**src/rtl/dcnn_io_pkg.sv**
```systemverilog
// Shared definitions for the DCNN IO handlers.
// The run-word format lives here so the encoder and decoder agree on it.
package dcnn_io_pkg;

    localparam int DEF_ADDR_W = 16;
    localparam int DEF_DATA_W = 8;
    localparam int DEF_RUN_W  = 15;

    typedef enum logic [2:0] {
        IDLE,
        FETCH,
        SCAN,
        EMIT,
        FLUSH,
        FIN
    } chState_t;

    // Run word is {bit value, run length}; callers truncate to runW+1 bits.
    function automatic logic [31:0] packRun(
        input logic        b,
        input logic [30:0] run,
        input int          runW
    );
        return (32'(b) << runW) | {1'b0, run};
    endfunction

endpackage

```
**src/rtl/compress_handler_if.sv**
```systemverilog
// DMA read port plus run-word output bus of the compress handler.
// master is the handler side, slave the DMA/consumer side.
interface compress_handler_if #(
    parameter int ADDR_W = dcnn_io_pkg::DEF_ADDR_W,
    parameter int DATA_W = dcnn_io_pkg::DEF_DATA_W,
    parameter int RUN_W  = dcnn_io_pkg::DEF_RUN_W
) ();

    logic [ADDR_W-1:0] ramAddress;
    logic              ramReadSignal;
    logic [DATA_W-1:0] ramDataIn;
    logic              ramDoneRead;
    logic [RUN_W:0]    Dout;
    logic              doutValid;
    logic              doutReady;

    modport master (
        output ramAddress,
        output ramReadSignal,
        input  ramDataIn,
        input  ramDoneRead,
        output Dout,
        output doutValid,
        input  doutReady
    );

    modport slave (
        input  ramAddress,
        input  ramReadSignal,
        output ramDataIn,
        output ramDoneRead,
        input  Dout,
        input  doutValid,
        output doutReady
    );

endinterface

```
**src/rtl/rle_run_counter.sv**
```systemverilog
// Tracks the current bit value and run length of the scanned bitstream.
// Raises emitReq when the incoming bit ends or saturates the current run.
module rle_run_counter #(
    parameter int RUN_W = dcnn_io_pkg::DEF_RUN_W
) (
    input  logic           clk,
    input  logic           RST,
    input  logic           clr,
    input  logic           step,
    input  logic           bitIn,
    output logic           emitReq,
    output logic [RUN_W:0] emitWord,
    output logic [RUN_W:0] flushWord
);
    import dcnn_io_pkg::*;

    localparam int OW = RUN_W + 1;
    localparam logic [RUN_W-1:0] RUN_MAX = '1;

    logic             curBit;
    logic             curBitN;
    logic             first;
    logic             firstN;
    logic [RUN_W-1:0] run;
    logic [RUN_W-1:0] runN;

    assign emitReq = step && !first
                   && ((bitIn != curBit) || (run == RUN_MAX));

    always_comb begin
        curBitN = curBit;
        runN    = run;
        firstN  = first;
        if (clr) begin
            curBitN = 1'b0;
            runN    = '0;
            firstN  = 1'b1;
        end else if (step) begin
            if (first || emitReq) begin
                curBitN = bitIn;
                runN    = RUN_W'(1);
                firstN  = 1'b0;
            end else begin
                runN = run + RUN_W'(1);
            end
        end
    end

    always_ff @(posedge clk or posedge RST) begin
        if (RST) begin
            curBit <= 1'b0;
            run    <= '0;
            first  <= 1'b1;
        end else begin
            curBit <= curBitN;
            run    <= runN;
            first  <= firstN;
        end
    end

    // The run being closed, and the run as it stands after this cycle.
    assign emitWord  = OW'(packRun(curBit, 31'(run), RUN_W));
    assign flushWord = OW'(packRun(curBitN, 31'(runN), RUN_W));

endmodule

```
**src/rtl/compress_handler.sv**
```systemverilog
// Run-length encoder: fetches bytes over DMA, scans them LSB first,
// and emits one {bit,run} word per maximal run on a valid/ready bus.
module compress_handler #(
    parameter int ADDR_W = dcnn_io_pkg::DEF_ADDR_W,
    parameter int DATA_W = dcnn_io_pkg::DEF_DATA_W,
    parameter int RUN_W  = dcnn_io_pkg::DEF_RUN_W
) (
    input  logic              clk,
    input  logic              RST,
    input  logic              start,
    input  logic [ADDR_W-1:0] baseAddr,
    input  logic [ADDR_W-1:0] numBytes,
    output logic              busy,
    output logic              done,
    compress_handler_if.master bus
);
    import dcnn_io_pkg::*;

    localparam int BW = (DATA_W > 1) ? $clog2(DATA_W) : 1;

    chState_t          state;
    chState_t          stateNext;
    chState_t          resumeQ;
    logic [ADDR_W-1:0] baseQ;
    logic [ADDR_W-1:0] numQ;
    logic [ADDR_W-1:0] byteCnt;
    logic [ADDR_W-1:0] byteCntNext;
    logic [DATA_W-1:0] sr;
    logic [BW-1:0]     bitCnt;
    logic              clr;
    logic              step;
    logic              emitReq;
    logic              lastBit;
    logic              moreBytes;
    logic [RUN_W:0]    emitWord;
    logic [RUN_W:0]    flushWord;

    assign lastBit   = bitCnt == BW'(DATA_W - 1);
    assign moreBytes = (byteCnt + ADDR_W'(1)) != numQ;

    rle_run_counter #(
        .RUN_W(RUN_W)
    ) uRun (
        .clk      (clk),
        .RST      (RST),
        .clr      (clr),
        .step     (step),
        .bitIn    (sr[0]),
        .emitReq  (emitReq),
        .emitWord (emitWord),
        .flushWord(flushWord)
    );

    always_comb begin
        stateNext   = state;
        clr         = 1'b0;
        step        = 1'b0;
        byteCntNext = byteCnt;
        unique case (state)
            IDLE: begin
                if (start) begin
                    clr         = 1'b1;
                    byteCntNext = '0;
                    stateNext   = (numBytes == '0) ? FIN : FETCH;
                end
            end
            FETCH: begin
                if (bus.ramDoneRead) stateNext = SCAN;
            end
            SCAN: begin
                step = 1'b1;
                if (lastBit && moreBytes) byteCntNext = byteCnt + ADDR_W'(1);
                if (emitReq) stateNext = EMIT;
                else if (lastBit) stateNext = moreBytes ? FETCH : FLUSH;
            end
            EMIT: begin
                if (bus.doutValid && bus.doutReady) stateNext = resumeQ;
            end
            FLUSH: begin
                if (bus.doutValid && bus.doutReady) stateNext = FIN;
            end
            FIN: begin
                // FIN spans two cycles so done lands inside the busy window.
                if (done) stateNext = IDLE;
            end
            default: stateNext = IDLE;
        endcase
    end

    always_ff @(posedge clk or posedge RST) begin
        if (RST) begin
            state             <= IDLE;
            resumeQ           <= SCAN;
            baseQ             <= '0;
            numQ              <= '0;
            byteCnt           <= '0;
            sr                <= '0;
            bitCnt            <= '0;
            bus.ramAddress    <= '0;
            bus.ramReadSignal <= 1'b0;
            bus.Dout          <= '0;
            bus.doutValid     <= 1'b0;
            busy              <= 1'b0;
            done              <= 1'b0;
        end else begin
            state             <= stateNext;
            byteCnt           <= byteCntNext;
            bus.ramReadSignal <= stateNext == FETCH;
            bus.doutValid     <= (stateNext == EMIT) || (stateNext == FLUSH);
            busy              <= stateNext != IDLE;
            done              <= (state == FIN) && !done;
            if (clr) begin
                baseQ <= baseAddr;
                numQ  <= numBytes;
            end
            if (stateNext == FETCH) begin
                bus.ramAddress <= (clr ? baseAddr : baseQ) + byteCntNext;
            end
            if (state == FETCH && bus.ramDoneRead) begin
                sr     <= bus.ramDataIn;
                bitCnt <= '0;
            end
            if (step) begin
                sr     <= sr >> 1;
                bitCnt <= bitCnt + BW'(1);
            end
            if (step && emitReq) begin
                bus.Dout <= emitWord;
                resumeQ  <= !lastBit ? SCAN : (moreBytes ? FETCH : FLUSH);
            end else if (stateNext == FLUSH && state != FLUSH) begin
                bus.Dout <= flushWord;
            end
        end
    end

endmodule

```
**src/flat_wrapper.sv**
```systemverilog
// flat-port wrapper written by rule: the top's interface ports become plain ports
module compress_handler_flat import dcnn_io_pkg::*;
#(
    parameter int ADDR_W = dcnn_io_pkg::DEF_ADDR_W,
    parameter int DATA_W = dcnn_io_pkg::DEF_DATA_W,
    parameter int RUN_W  = dcnn_io_pkg::DEF_RUN_W
)
  (clk, RST, start, baseAddr, numBytes, busy, done, bus_ramAddress, bus_ramReadSignal, bus_ramDataIn, bus_ramDoneRead, bus_Dout, bus_doutValid, bus_doutReady);
  compress_handler_if #(.ADDR_W(ADDR_W), .DATA_W(DATA_W), .RUN_W(RUN_W)) bus_i ();
  input  logic clk;
  input  logic RST;
  input  logic start;
  input  logic [ADDR_W-1:0] baseAddr;
  input  logic [ADDR_W-1:0] numBytes;
  output logic busy;
  output logic done;
  output wire logic [$bits(bus_i.ramAddress)-1:0] bus_ramAddress;
  output wire logic [$bits(bus_i.ramReadSignal)-1:0] bus_ramReadSignal;
  input wire logic [$bits(bus_i.ramDataIn)-1:0] bus_ramDataIn;
  input wire logic [$bits(bus_i.ramDoneRead)-1:0] bus_ramDoneRead;
  output wire logic [$bits(bus_i.Dout)-1:0] bus_Dout;
  output wire logic [$bits(bus_i.doutValid)-1:0] bus_doutValid;
  input wire logic [$bits(bus_i.doutReady)-1:0] bus_doutReady;
  assign bus_ramAddress = bus_i.ramAddress;
  assign bus_ramReadSignal = bus_i.ramReadSignal;
  assign bus_i.ramDataIn = bus_ramDataIn;
  assign bus_i.ramDoneRead = bus_ramDoneRead;
  assign bus_Dout = bus_i.Dout;
  assign bus_doutValid = bus_i.doutValid;
  assign bus_i.doutReady = bus_doutReady;
  compress_handler #(.ADDR_W(ADDR_W), .DATA_W(DATA_W), .RUN_W(RUN_W)) u_core (.clk(clk), .RST(RST), .start(start), .baseAddr(baseAddr), .numBytes(numBytes), .busy(busy), .done(done), .bus(bus_i));
endmodule
```
**config.mk**
```make
export PLATFORM = sky130hd
export DESIGN_NAME = compress_handler_flat
export DESIGN_NICKNAME = d
export VERILOG_FILES = /design/src/rtl/dcnn_io_pkg.sv /design/src/rtl/compress_handler_if.sv /design/src/rtl/rle_run_counter.sv /design/src/rtl/compress_handler.sv /design/src/flat_wrapper.sv
export SDC_FILE = /design/constraint.sdc
export NUM_CORES = 1
export LEC_CHECK = 0
export ABC_AREA = 0
export BUFFER_PORTS_ARGS = -buffer_cell sky130_fd_sc_hd__buf_4
export CAP_MARGIN = 20
export CORE_UTILIZATION = 63
export DETAILED_ROUTE_END_ITERATION = 16
export GPL_TIMING_DRIVEN = 1
export PLACE_DENSITY = 0.95
export SYNTH_ARGS = -nofsm -noshare
export SYNTH_HDL_FRONTEND = slang
export SYNTH_SLANG_ARGS = --single-unit
```
**constraint.sdc**
```tcl
create_clock -name clk -period 7.3 [get_ports clk]
set_input_delay 1.095 -clock clk [delete_from_list [all_inputs] [get_ports clk]]
set_output_delay 1.095 -clock clk [all_outputs]
set_load 0.02 [all_outputs]
```
### Word-level counts from Yosys, hierarchy flattened

Index checks and enable logic that the tools add are counted.

| cells by class | value |
|---|---|
| add/sub/neg operators | 4 |
| equality and inequality tests | 13 |
| multiplexer cells | 33 |
| bitwise logic cells | 2 |
| reductions and logical operators | 21 |

Operators by type and width:

| kind | count |
|---|---|
| 16-bit 2-to-1 mux | 5 |
| 15-bit 2-to-1 mux | 3 |
| 3-bit 2-to-1 mux | 12 |
| 16-bit by 15-bit OR with 16-bit output | 2 |
| 16-bit case mux with 2 select lines | 1 |
| 3-bit case mux with 6 select lines | 1 |
| 16-bit by 1-bit adder with 16-bit output, second input constant | 1 |
| 16-bit adder | 1 |
| 16-bit logical NOT | 1 |
| 8-bit 2-to-1 mux | 2 |
| 16-bit inequality test | 1 |
| 15-bit by 1-bit adder with 15-bit output, second input constant | 1 |
| 15-bit equality test, second input constant | 1 |
| 3-bit equality test, second input constant | 4 |
| 3-bit by 2-bit equality test with 1-bit output, second input constant | 3 |
| 1-bit 2-to-1 mux | 9 |
| 1-bit logical AND | 8 |
| 2-bit nonzero test | 4 |
| 3-bit by 1-bit equality test with 1-bit output, second input constant | 2 |
| 3-bit by 1-bit adder with 3-bit output, second input constant | 1 |
| 3-bit logical NOT | 1 |
| 1-bit logical OR | 3 |
| 3-bit inequality test, second input constant | 1 |
| 3-bit nonzero test | 1 |
| 3 further kinds | 4 |

| storage, ports and cells | value |
|---|---|
| bits in registers | 118 |
| input port bits | 45 |
| logic and storage cells | 89 |

### Depth between registers and ports, before layout

Gate-level depths: netlist of run 1.

| logic depth | value |
|---|---|
| word-level depth | 11 |
| depth in mapped cells | 22 |

### By module

A second synthesis of run 1 with hierarchy kept.

| unflattened totals | value |
|---|---|
| cell total of the unflattened synthesis | 675 |
| area total of the unflattened synthesis | 6752.7 sq um |

Modules (own cells, without submodules):

| module | times used | cells an instance | area an instance (sq um) |
|---|---|---|---|
| compress_handler | 1 | 584 | 5849.4 |
| rle_run_counter | 1 | 91 | 903.4 |

### Least setup slack after synthesis of run 1

Ideal clock, no wire load.

| path | value |
|---|---|
| path type | register to register |
| start | reg u_core.byteCnt[0] |
| end | reg u_core.bus.ramAddress[10] |
| arrival | 4.879 ns |
| path slack | 2.356 ns |
| cell stages (with the launch flop) | 23 |
| path buffers | 2 |
| period minus slack after synthesis | 4.944 ns |
| path through | dfrtp_1 ha_1 nand3_1 buf_2 o31ai_2 o2111ai_1 or4_4 o41ai_4 or2_2 clkbuf_1 o21ai_0 ha_1 inv_1 fa_1 nor2b_1 o21ai_0 a21boi_0 o21ai_0 a21boi_0 or2_2 a2111o_1 o211ai_1 mux2_2 |

| between the ends | value |
|---|---|
| elaborated cells between the ends (all ways) | 12 |
| classes of those cells | 2 x add/sub; 2 x eq/ne; 7 x mux; 1 x reduce/logical |

RTL lines:

| element | RTL line | RTL |
|---|---|---|
| from (decl) | compress_handler.sv:26 | `logic [ADDR_W-1:0] byteCnt;` |
| from (signal assigned) | compress_handler.sv:107 | `byteCnt <= byteCntNext;` |
| 16-bit by 1-bit adder with 16-bit output | compress_handler.sv:39, compress_handler.sv:72 |  |
| 16-bit inequality test | compress_handler.sv:39 | `assign moreBytes = (byteCnt + ADDR_W'(1)) != numQ;` |
| 1-bit logical AND | compress_handler.sv:72 | `if (lastBit && moreBytes) byteCntNext = byteCnt + ADDR_W'(1);` |
| 16-bit 2-to-1 mux | compress_handler.sv:72 |  |
| 16-bit case mux with 2 select lines * | compress_handler.sv:59 | `unique case (state)` |
| net u_core.byteCntNext[0] | compress_handler.sv:27 | `logic [ADDR_W-1:0] byteCntNext;` |
| 16-bit adder * | compress_handler.sv:117 | `bus.ramAddress <= (clr ? baseAddr : baseQ) + byteCntNext;` |
| to (signal assigned) | compress_handler.sv:117 |  |
| to (decl) | compress_handler_if.sv:18 | `output ramAddress,` |

The timed path passes the listed nets; every way through them passes the cells marked *.
A chain may end at the register's enable or synchronous reset.

### Worst setup path after layout of run 1

| path | value |
|---|---|
| start | reg u_core.byteCnt[0] |
| end | reg u_core.bus.ramAddress[14] |

Same word-level chain as after synthesis.

==> flow_metrics.py, run 1 <==
metrics = {
    "global_routing": {
        "grt_antenna_before_repair": 0,
        "grt_overflow": 0,
        "gr-usage-all-layers_pct": 32.56,
        "grt_pass1_wl_mm": 27.91,
        "grt_max_degree": 65,
        "grt_pass1_vias": 5756,
    },
    "sta": {
        "post-route-min-period_ps": 5892,
        "slew_viol_final": 0,
        "final.period_utilization_pct": 80.71,
        "layout_setup_ws_ps": 1408,
        "hold_violations": 0,
        "rsz0062_at_grt": "no",
        "max_freq_mhz": 169.7,
        "final-setup-viol-count": 0,
        "maxSlewHeadroom_pct": 43.50,
        "tns_ps": 0,
        "clock-skew-final_ps": 8.266,
        "worst_pin_slew_ps": 844.9,
    },
    "floorplan": {
        "core_area_sq_um": 9910,
        "dieArea_sq_um": 10810,
        "chipHeight_um": 104.0,
        "std_cell_rows": 36,
        "die_w_um": 104.0,
        "initial_core_util_pct": 66.12,
        "top_level_ports": 81,
    },
    "layout": {
        "finalNetCount": 859,
        "fin_cells": 940,
        "finalInstanceArea_sq_um": 7833,
        "multi_input_area_sq_um": 3386,
        "area_delta_synth_final_pct": 19.53,
        "regArea_sq_um": 2955,
        "diodes": 0,
        "drive_gt1_share_pct": 18.71,
        "fill_cells": 652,
    },
    "synth": {
        "ys_types": 70,
        "synthCells": 720,
        "yosys.area.top_type": "dfrtp_1",
        "ys.warnings.count": 0,
        "async_flop_share_pct": 100.0,
        "syn_area_sq_um": 6553,
        "synth_common_cells": "140 x nand2_1, 116 x dfrtp_1, 71 x nor2_1",
        "netlist.area_leader.share_pct": 44.30,
        "synth_most_common_cell": "nand2_1",
        "yosys_most_used_dff": "dfrtp_1",
        "synth.net_count": 785,
        "ys_ff_latch": 118,
        "synthTopCellsByArea": "dfrtp_1 44%, nand2_1 8.0%, o21ai_0 4.5%",
        "ys_seq_area_share_pct": 45.10,
        "synth_edf_count": 0,
        "avgSynthCellArea_sq_um": 9.101,
    },
    "power": {
        "pwr-share-seq_pct": 31.9,
        "swShare_pct": 39.98,
        "p_comb_share_pct": 43.0,
        "intPower_uw": 1981,
        "netSwitchingPower_uw": 1320,
        "power.density_nw_per_um2": 421.5,
        "ir_worst_vdd_v": 0.0002109,
        "clockPowerShare_pct": 25.2,
        "leakage_uw": 0.003623,
    },
    "place": {
        "globalplace.congestion": 0.8970,
        "pre_cts_slack_ps": 1752,
        "dp_hpwl_mm": 11.61,
        "port-buffer-count": 80,
        "placed_cell_area_sq_um": 7238,
        "dp.cells": 908,
    },
    "drt": {
        "drc": 0,
        "totalWireLength_mm": 16.81,
        "final_antenna_net_count": 0,
        "vias_per_cell": 6.210,
        "num_vias": 5837,
        "post_drt_wl_per_cell_um": 17.88,
        "drt_iter0_drc": 412,
        "drt-pass1-iter-count": 6,
    },
    "job": {
        "maxCapViolCount": 0,
    },
    "cts": {
        "clockBufferDepth": 2,
        "hold_buffers": 0,
        "root_buffer": "clkbuf_8",
        "path_clk_slew_ps": 60,
        "numCtsBuffers": 17,
        "cts_resized": 0,
        "cts.sinks": 118,
        "cts_htree_levels": 4,
        "clock_latency_ps": 520,
        "post_cts_buffers": 0,
        "cts_tree": "done",
    },
    "worst_hold_path": {
        "hold_path_depth": 2,
        "worstHoldStart": "u_core.baseQ[13]",
        "hp-class": "reg2reg",
        "worstHoldEndpoint": "u_core.baseQ[13]",
    },
    "worst_setup_path": {
        "r2r_cells": 22,
        "crit_fanout": 17,
        "cp-start-kind": "flip-flop",
        "r2r-start": "u_core.byteCnt[0]",
        "cp.arrival_ps": 6290,
        "end_kind": "flip-flop",
        "r2r_slack_ps": 1410,
        "crit_type": "reg2reg",
        "regToRegEndpoint": "u_core.bus.ramAddress[14]",
        "required_ps": 7690,
    },
    "outcome": {
        "status": "finished, final reports clean",
    },
}
==> layout make-up <==
class	instances	share of cell area [%]
repair buffers	89	8.530
inverters	16	0.7987
clock inverters	15	2.300
well taps	133	2.125
clock buffers	17	5.288
multi-input cells	552	43.23
flip-flops and latches	118	37.73
==> how the worst max path moves through the flow <==
| stage | endpoint | start | slack (ps) | depth (start not counted) |
|---|---|---|---|---|
| after detailed placement | u_core.bus.ramAddress[14] | u_core.byteCnt[0] | 1750 | 22 |
| after CTS | u_core.bus.ramAddress[14] | u_core.byteCnt[0] | 1570 | 22 |
| after global routing | u_core.bus.ramAddress[14] | u_core.byteCnt[0] | 1000 | 22 |
| after floorplan | u_core.bus.ramAddress[10] | u_core.byteCnt[0] | 2360 | 22 |
| final | u_core.bus.ramAddress[14] | u_core.byteCnt[0] | 1410 | 22 |
| after global placement | u_core.bus.ramAddress[14] | u_core.byteCnt[0] | 2020 | 22 |
==> per-stage QoR <==
| step | power [uW] | hold WS, ps | util (%) |
|---|---|---|---|
| 6_report | 3301 | 479.0 | 79.04 |
| 5_1_grt | 3500 | 490.0 | 79.04 |
| 4_1_cts | 3299 | 480.2 | 79.04 |
| 3_5_place_dp | 2447 | 465.1 | 73.04 |
| 3_3_place_gp | 2371 | 454.5 | 73.04 |
| 2_1_floorplan | 2018 | 439.1 | - |
==> flip-flops by register name, summed over array words and instances (netlist names) <==
name and cells:
u_core.bus.Dout 16, u_core.bus.ramReadSignal 1, u_core.numQ 16, u_core.uRun.first 1
u_core.uRun.run 15, u_core.resumeQ 3, u_core.bus.doutValid 1, u_core.bus.ramAddress 16
u_core.done 1, u_core.bitCnt 3, u_core.uRun.curBit 1, u_core.sr 8
u_core.state 3, u_core.baseQ 16, u_core.byteCnt 16, u_core.busy 1
==> power by group through the flow <==
stage	combinational (uW)	clock [uW]	sequential [uW]
after CTS	1420	835	1050
after detailed placement	1390	0	1050
after floorplan	901	0	1120
after global placement	1330	0	1040
final	1420	831	1050
after global routing	1560	865	1070
==> logic make-up after synthesis <==
family          Yosys count  synth area share, %
buf+inv                  50                3.323
xor+xnor                 40                5.346
mux                       7                1.146
simple gates            338                25.34
fa+ha+maj                20                3.934
compound gates          147                15.81
flops                   118                45.10
==> worst max-delay path, cell delays in order, from the launching register on <==
cell       delay [ps]
dfrtp_1           500
ha_1              280
nand3_1           330
o31ai_2           350
o2111ai_1         150
or4_4             540
o41ai_4           320
buf_4             270
a21o_1            170
nand2_1            60
o21ai_0           120
ha_1              230
inv_1              70
fa_1              410
nor2b_1           120
o21ai_0            90
a21boi_0          280
o21ai_0           170
a21boi_0          440
o2111ai_1         220
nand2_1           140
o311ai_0          170
mux2_2            320
==> placed cells by master (no fill, tap or decap), types with 13 or more instances in the layout <==
cell	instances
a21oi_1	14
buf_4	89
clkbuf_16	16
dfrtp_1	116
ha_1	19
inv_1	15
nand2_1	140
nand3_1	16
nor2_1	71
nor3_1	13
o21ai_0	58
or3_1	16
xnor2_1	16
xor2_1	24
==> per-layer routing <==
layer | up-vias | GRT usage (%) | share of wire [%]
met5 | - | 0 | 0
met4 | 0 | 15.00 | 3.3
met3 | 52 | 6.328 | 5.3
met2 | 254 | 57.24 | 52
met1 | 2839 | 38.47 | 39
li1 | 2692 | - | -
No activity file was read; power rests on OpenSTA's default activity.
==> run 2: changes to the inputs <==
CORE_UTILIZATION = 53   (was 63)
PLACE_DENSITY = 0.87   (was 0.95)
clock period = 4.9 ns   (was 7.3 ns; I/O delays follow)
==> run 2 against run 1 <==
  * Sequential share of layout area fell by 1.6 points
  * Flip-flop and latch count is the same
  * Clock power grew 42%
  * Design area is 4.3% higher
  * Count of clock-buffer cells in the layout up 11
  * Setup slack worse by 1300 ps
  * Largest power group unchanged
  * Routed wire length grew 1.0%
==> flow_metrics.py, run 2 (synthesis gave the netlist of run 1 again) <==
metrics = {
    "layout": {
        "final_common_cell": "nand2_1",
        "mostFrequentLayoutCells": "140 x nand2_1, 126 x buf_4, 115 x dfrtp_1, 71 x nor2_1, 55 x o21ai_0",
        "drive_gt1_share_pct": 22.87,
        "finalNetCount": 897,
        "finalInstanceArea_sq_um": 8173,
        "multi_input_area_sq_um": 3440,
        "area_delta_synth_final_pct": 24.73,
        "diodes": 0,
        "fill_cells": 974,
        "regArea_sq_um": 2957,
    },
    "sta": {
        "whs_ps": 277.0,
        "rsz0062_at_grt": "yes",
        "max_freq_mhz": 209.8,
        "clock-skew-final_ps": 6.893,
        "final-setup-viol-count": 0,
        "post-route-min-period_ps": 4767,
        "final.period_utilization_pct": 97.30,
        "worst_pin_slew_ps": 834.4,
        "hold_violations": 0,
        "maxSlewHeadroom_pct": 44.22,
        "slew_viol_final": 0,
    },
    "worst_setup_path": {
        "cp_slowest_stage_delay_ps": 480,
        "cp-start-kind": "flip-flop",
        "required_ps": 5260,
        "crit_fanout": 5,
        "worst_path_max_delay_cell": "dfrtp_1",
        "end_kind": "flip-flop",
        "cp_top_family": "compound AO/OA/AOI/OAI gates",
        "path_cells": "nand4_4 > buf_4 > o21ai_0 > nand4_1 > or4_4 > o41ai_4 > a21o_1 > nand2_1 > o21ai_0 > ha_2 > inv_1 > fa_1 > nor2b_1 > o21ai_1 > a21boi_2 > o21ai_2 > a21boi_2 > o2111ai_1 > a211o_1 > o311ai_1 > mux2_2",
        "cp.buffers_inverters": 2,
        "crit_type": "reg2reg",
        "cp.arrival_ps": 5130,
    },
    "cts": {
        "cts.sinks": 118,
        "root_buffer": "clkbuf_16",
        "clock_latency_ps": 420,
        "cts_tree": "done",
        "cts_htree_levels": 4,
        "clockBufferDepth": 2,
        "numCtsBuffers": 17,
        "hold_buffers": 0,
        "path_clk_slew_ps": 50,
    },
    "floorplan": {
        "dieArea_sq_um": 12810,
        "die_w_um": 113.2,
        "std_cell_rows": 40,
        "chipHeight_um": 113.2,
        "top_level_ports": 81,
        "core_area_sq_um": 12010,
        "initial_core_util_pct": 54.55,
    },
    "power": {
        "swShare_pct": 39.08,
        "pwr-share-seq_pct": 31.7,
        "clockPowerShare_pct": 23.8,
        "p_comb_share_pct": 44.5,
        "leakage_uw": 0.003821,
        "ir_worst_vdd_v": 0.0003904,
        "intPower_uw": 3008,
        "netSwitchingPower_uw": 1930,
        "power.density_nw_per_um2": 604.2,
    },
    "place": {
        "globalplace.congestion": 0.8935,
        "placed_cell_area_sq_um": 7523,
        "dp_hpwl_mm": 11.84,
        "port-buffer-count": 80,
    },
    "drt": {
        "final_antenna_net_count": 0,
        "vias_per_cell": 5.830,
        "post_drt_wl_per_cell_um": 17.13,
        "wl_met2_mm": 8.647,
        "wl_met1_mm": 7.133,
        "drc": 0,
        "drt_iter0_drc": 352,
        "highest_layer": "met4",
        "num_vias": 5778,
        "totalWireLength_mm": 16.98,
        "wl_met3_um": 782,
        "drt-pass1-iter-count": 5,
    },
    "global_routing": {
        "grt_pass1_wl_mm": 27.74,
        "grt_overflow": 0,
        "grt_pass1_vias": 5771,
        "grt_max_degree": 88,
        "grt_antenna_before_repair": 0,
        "gr-usage-all-layers_pct": 28.06,
    },
    "outcome": {
        "status": "finished, final reports clean",
    },
    "job": {
        "maxCapViolCount": 0,
    },
    "worst_hold_path": {
        "hp-class": "in2async",
    },
}
==> run 2: cell count changes in the layout (fill, tap and decap cells not counted), sizes merged <==
cell / delta
buf: +38
clkbuf: +11
clkinvlp: -6
bufinv: -2
clkinv: -2
inv: -2
==> run 2: through the flow <==
stage | worst slack [ps] | setup TNS (ps) | util, % | std cells | power [uW]
final | 132.5 | 0 | 68.04 | 991 | 4938
after detailed placement | -67.70 | -67.70 | 62.64 | 957 | 3710
after global routing | -172.9 | -568.7 | 68.04 | 991 | 5269
after CTS | 45.46 | 0 | 67.36 | 989 | 4916
after global placement | 135.8 | 0 | 62.64 | 957 | 3642
after floorplan | 23.64 | 0 | - | 720 | 3007
==> run 2: per-layer routing <==
layer | GRT usage, % | up-vias
met4 | 12.19 | 0
met3 | 7.017 | 39
met5 | 0 | -
met2 | 47.98 | 164
met1 | 33.65 | 2814
li1 | - | 2761
==> run 2: worst paths after layout <==
kind,startpoint,end,slack [ps],depth (start not counted)
max,u_core.byteCnt[2],u_core.bus.ramAddress[14],130,21
max in group asynchronous,RST,u_core.resumeQ[1],3870,3
min,RST,u_core.sr[3],280,2
min reg2reg,u_core.baseQ[9],u_core.baseQ[9],480,2
max reg2reg,u_core.byteCnt[2],u_core.bus.ramAddress[14],130,21
min in group clk,u_core.baseQ[9],u_core.baseQ[9],480,2
==> run 2: cell type report <==
| class | instances | share of cell area, % |
|---|---|---|
| Multi-Input combinational cell | 552 | 42.09 |
| Sequential cell | 118 | 36.18 |
| Timing Repair Buffer | 127 | 11.91 |
| Clock buffer | 28 | 6.323 |
| Tap cell | 147 | 2.250 |
| Inverter | 16 | 0.7655 |
| Clock inverter | 3 | 0.4899 |
==> run 2: repair_timing <==
action,4_1_cts,5_1_grt
cloned,0,0
pin swaps,1,5
gates resized for setup,5,12
setup endpoints to repair,4,7
setup buffers,1,1
==> run 2: power groups by stage <==
stage,Clock (uW),Combinational (uW),Sequential [uW]
after detailed placement,0,2140,1570
after global placement,0,2090,1550
after CTS,1190,2170,1560
final,1180,2200,1560
after floorplan,0,1340,1660
after global routing,1240,2430,1600
==> run 3: changes to the inputs <==
CORE_MARGIN = 10   (was unset)
clock period = 3.84 ns   (was 4.9 ns; I/O delays follow)
==> run 3 against run 2 <==
  * The run now ends with setup timing left
  * Utilization increased by 7.2 points
  * Critical path depth is the same
  * Power grew 42%
  * Via count rose by 14%
  * Largest power group unchanged
  * First-iteration DRC count rose by 110%
  * Die area up 34%
  * Clock skew rose by 3.6 ps
  * Count of clock-buffer cells in the layout decreased by 4
==> flow_metrics.py, run 3 (synthesis gave the netlist of run 1 again) <==
metrics = {
    "cts": {
        "numCtsBuffers": 17,
        "cts_htree_levels": 4,
        "root_buffer": "clkbuf_16",
        "clockBufferDepth": 2,
        "hold_buffers": 0,
        "cts_tree": "done",
        "path_clk_slew_ps": 50,
        "cts.sinks": 118,
        "clock_latency_ps": 430,
    },
    "drt": {
        "vias_per_cell": 6.085,
        "drc": 0,
        "drt_iter0_drc": 737,
        "num_vias": 6584,
        "post_drt_wl_per_cell_um": 20.16,
        "final_antenna_net_count": 0,
        "drt-pass1-iter-count": 5,
        "totalWireLength_mm": 21.81,
    },
    "global_routing": {
        "gr-usage-all-layers_pct": 23.31,
        "grt_overflow": 0,
        "grt_pass1_vias": 6634,
        "grt_pass1_wl_mm": 33.04,
        "grt_max_degree": 75,
        "grt_antenna_before_repair": 0,
    },
    "place": {
        "port-buffer-count": 80,
        "dp_hpwl_mm": 12.95,
        "globalplace.congestion": 0.9698,
        "placed_cell_area_sq_um": 7995,
    },
    "floorplan": {
        "std_cell_rows": 40,
        "die_w_um": 131.2,
        "initial_core_util_pct": 54.33,
        "chipHeight_um": 131.2,
        "core_area_sq_um": 12060,
        "dieArea_sq_um": 17210,
        "top_level_ports": 81,
    },
    "sta": {
        "whs_ps": 341.2,
        "slew_viol_final": 0,
        "rsz0062_at_grt": "yes",
        "worst_pin_slew_ps": 923.8,
        "layout_setup_ws_ps": -788.0,
        "final.period_utilization_pct": 120.5,
        "post-route-min-period_ps": 4628,
        "max_freq_mhz": 216.1,
        "final-setup-viol-count": 11,
        "maxSlewHeadroom_pct": 38.41,
        "hold_violations": 0,
        "clock-skew-final_ps": 10.54,
    },
    "worst_setup_path": {
        "required_ps": 4130,
        "end_kind": "flip-flop",
        "worst_path_max_delay_cell": "or4_4",
        "r2r_cells": 21,
        "cp-start-kind": "flip-flop",
        "r2r-start": "u_core.byteCnt[0]",
        "endpoint": "u_core.bus.ramAddress[15]",
        "crit_cells": 21,
        "r2r_slack_ps": -790,
        "cp-startpoint": "u_core.byteCnt[0]",
        "cp.buffers_inverters": 2,
        "cp_top_family": "compound AO/OA/AOI/OAI gates",
        "crit_type": "reg2reg",
        "cp_slowest_stage_delay_ps": 460,
        "crit_fanout": 7,
        "path_cells": "buf_4 > xnor2_1 > a211oi_2 > nand4_1 > or4_4 > o41ai_4 > buf_6 > nor2_1 > nor2_1 > o21ai_2 > o41ai_2 > ha_1 > a21oi_2 > nor2b_2 > nor4_4 > nor2_2 > o31ai_4 > a21oi_2 > xor2_1 > xnor2_1 > o21ai_0",
        "cp.arrival_ps": 4920,
        "regToRegEndpoint": "u_core.bus.ramAddress[15]",
    },
    "layout": {
        "fill_cells": 758,
        "final_common_cell": "buf_4",
        "mostFrequentLayoutCells": "189 x buf_4, 136 x nand2_1, 111 x dfrtp_1, 65 x nor2_1, 40 x o21ai_0",
        "diodes": 0,
        "finalNetCount": 966,
        "area_delta_synth_final_pct": 38.59,
        "finalInstanceArea_sq_um": 9081,
        "drive_gt1_share_pct": 34.57,
        "post-route-util_pct": 75.29,
    },
    "outcome": {
        "violations": "setup timing",
        "status": "finished, violations left",
    },
    "power": {
        "leakage_uw": 0.004271,
        "ir_worst_vdd_v": 0.0004840,
        "power.density_nw_per_um2": 772.9,
    },
    "worst_hold_path": {
        "hp-class": "in2async",
    },
    "job": {
        "maxCapViolCount": 0,
    },
}
==> run 3: cell count changes in the layout (fill, tap and decap cells not counted), moves of 5 or more <==
cell / before / now
o21ai_2: 1 / 8
a21oi_1: 13 / 8
nor2_1: 71 / 65
o21ai_1: 4 / 12
buf_6: 0 / 7
buf_4: 126 / 189
o21ai_0: 55 / 40
==> run 3: worst min-delay path by stage <==
stage,cells past startpoint,endpoint,from,slack (ps)
floorplan,2,u_core.resumeQ[2],u_core.resumeQ[2],440
global placement,2,u_core.uRun.first,u_core.uRun.first,450
detailed placement,2,u_core.resumeQ[2],u_core.resumeQ[2],470
CTS,3,u_core.numQ[2],numBytes[2],350
global route,3,u_core.numQ[14],numBytes[14],360
finish,2,u_core.uRun.run[6],RST,340
==> run 3: report_power, final <==
group	total, uW	switching, uW	internal (uW)
logic	3360	1930	1430
registers	1980	277	1700
clock network	1680	577	1100
==> run 3: per-layer routing <==
metal	track usage [%]	wire length, um	vias to the layer above
met5	0	0	-
met4	11.69	1295	0
met3	6.250	1704	131
met2	40.66	11010	389
met1	25.52	7801	3161
li1	-	-	2903
==> run 3: repair_timing <==
item	4_1_cts	5_1_grt
pin swaps	29	23
setup endpoints to repair	10	14
gates resized for setup	39	45
setup buffers	12	10
==> run 3: area by class of cell <==
type                            count  area (sq um)  share of cell area (%)
Clock buffer                       24         501.7                   5.525
Multi-Input combinational cell    552          3729                   41.06
Sequential cell                   118          2962                   32.61
Inverter                           16         62.56                  0.6889
Timing Repair Buffer              196          1498                   16.49
Clock inverter                      8         118.9                   1.309
Tap cell                          168         210.2                   2.315
==> run 3: metrics by stage <==
stage | instances | total power [uW] | setup WS, ps | TNS (ps)
floorplan | 720 | 3873 | -531.7 | -3583
global placement | 1031 | 4878 | -507.4 | -3523
detailed placement | 1031 | 4989 | -623.9 | -4563
CTS | 1075 | 6795 | -568.1 | -4274
global route | 1082 | 7397 | -905.3 | -7662
finish | 1082 | 7019 | -788.0 | -6261
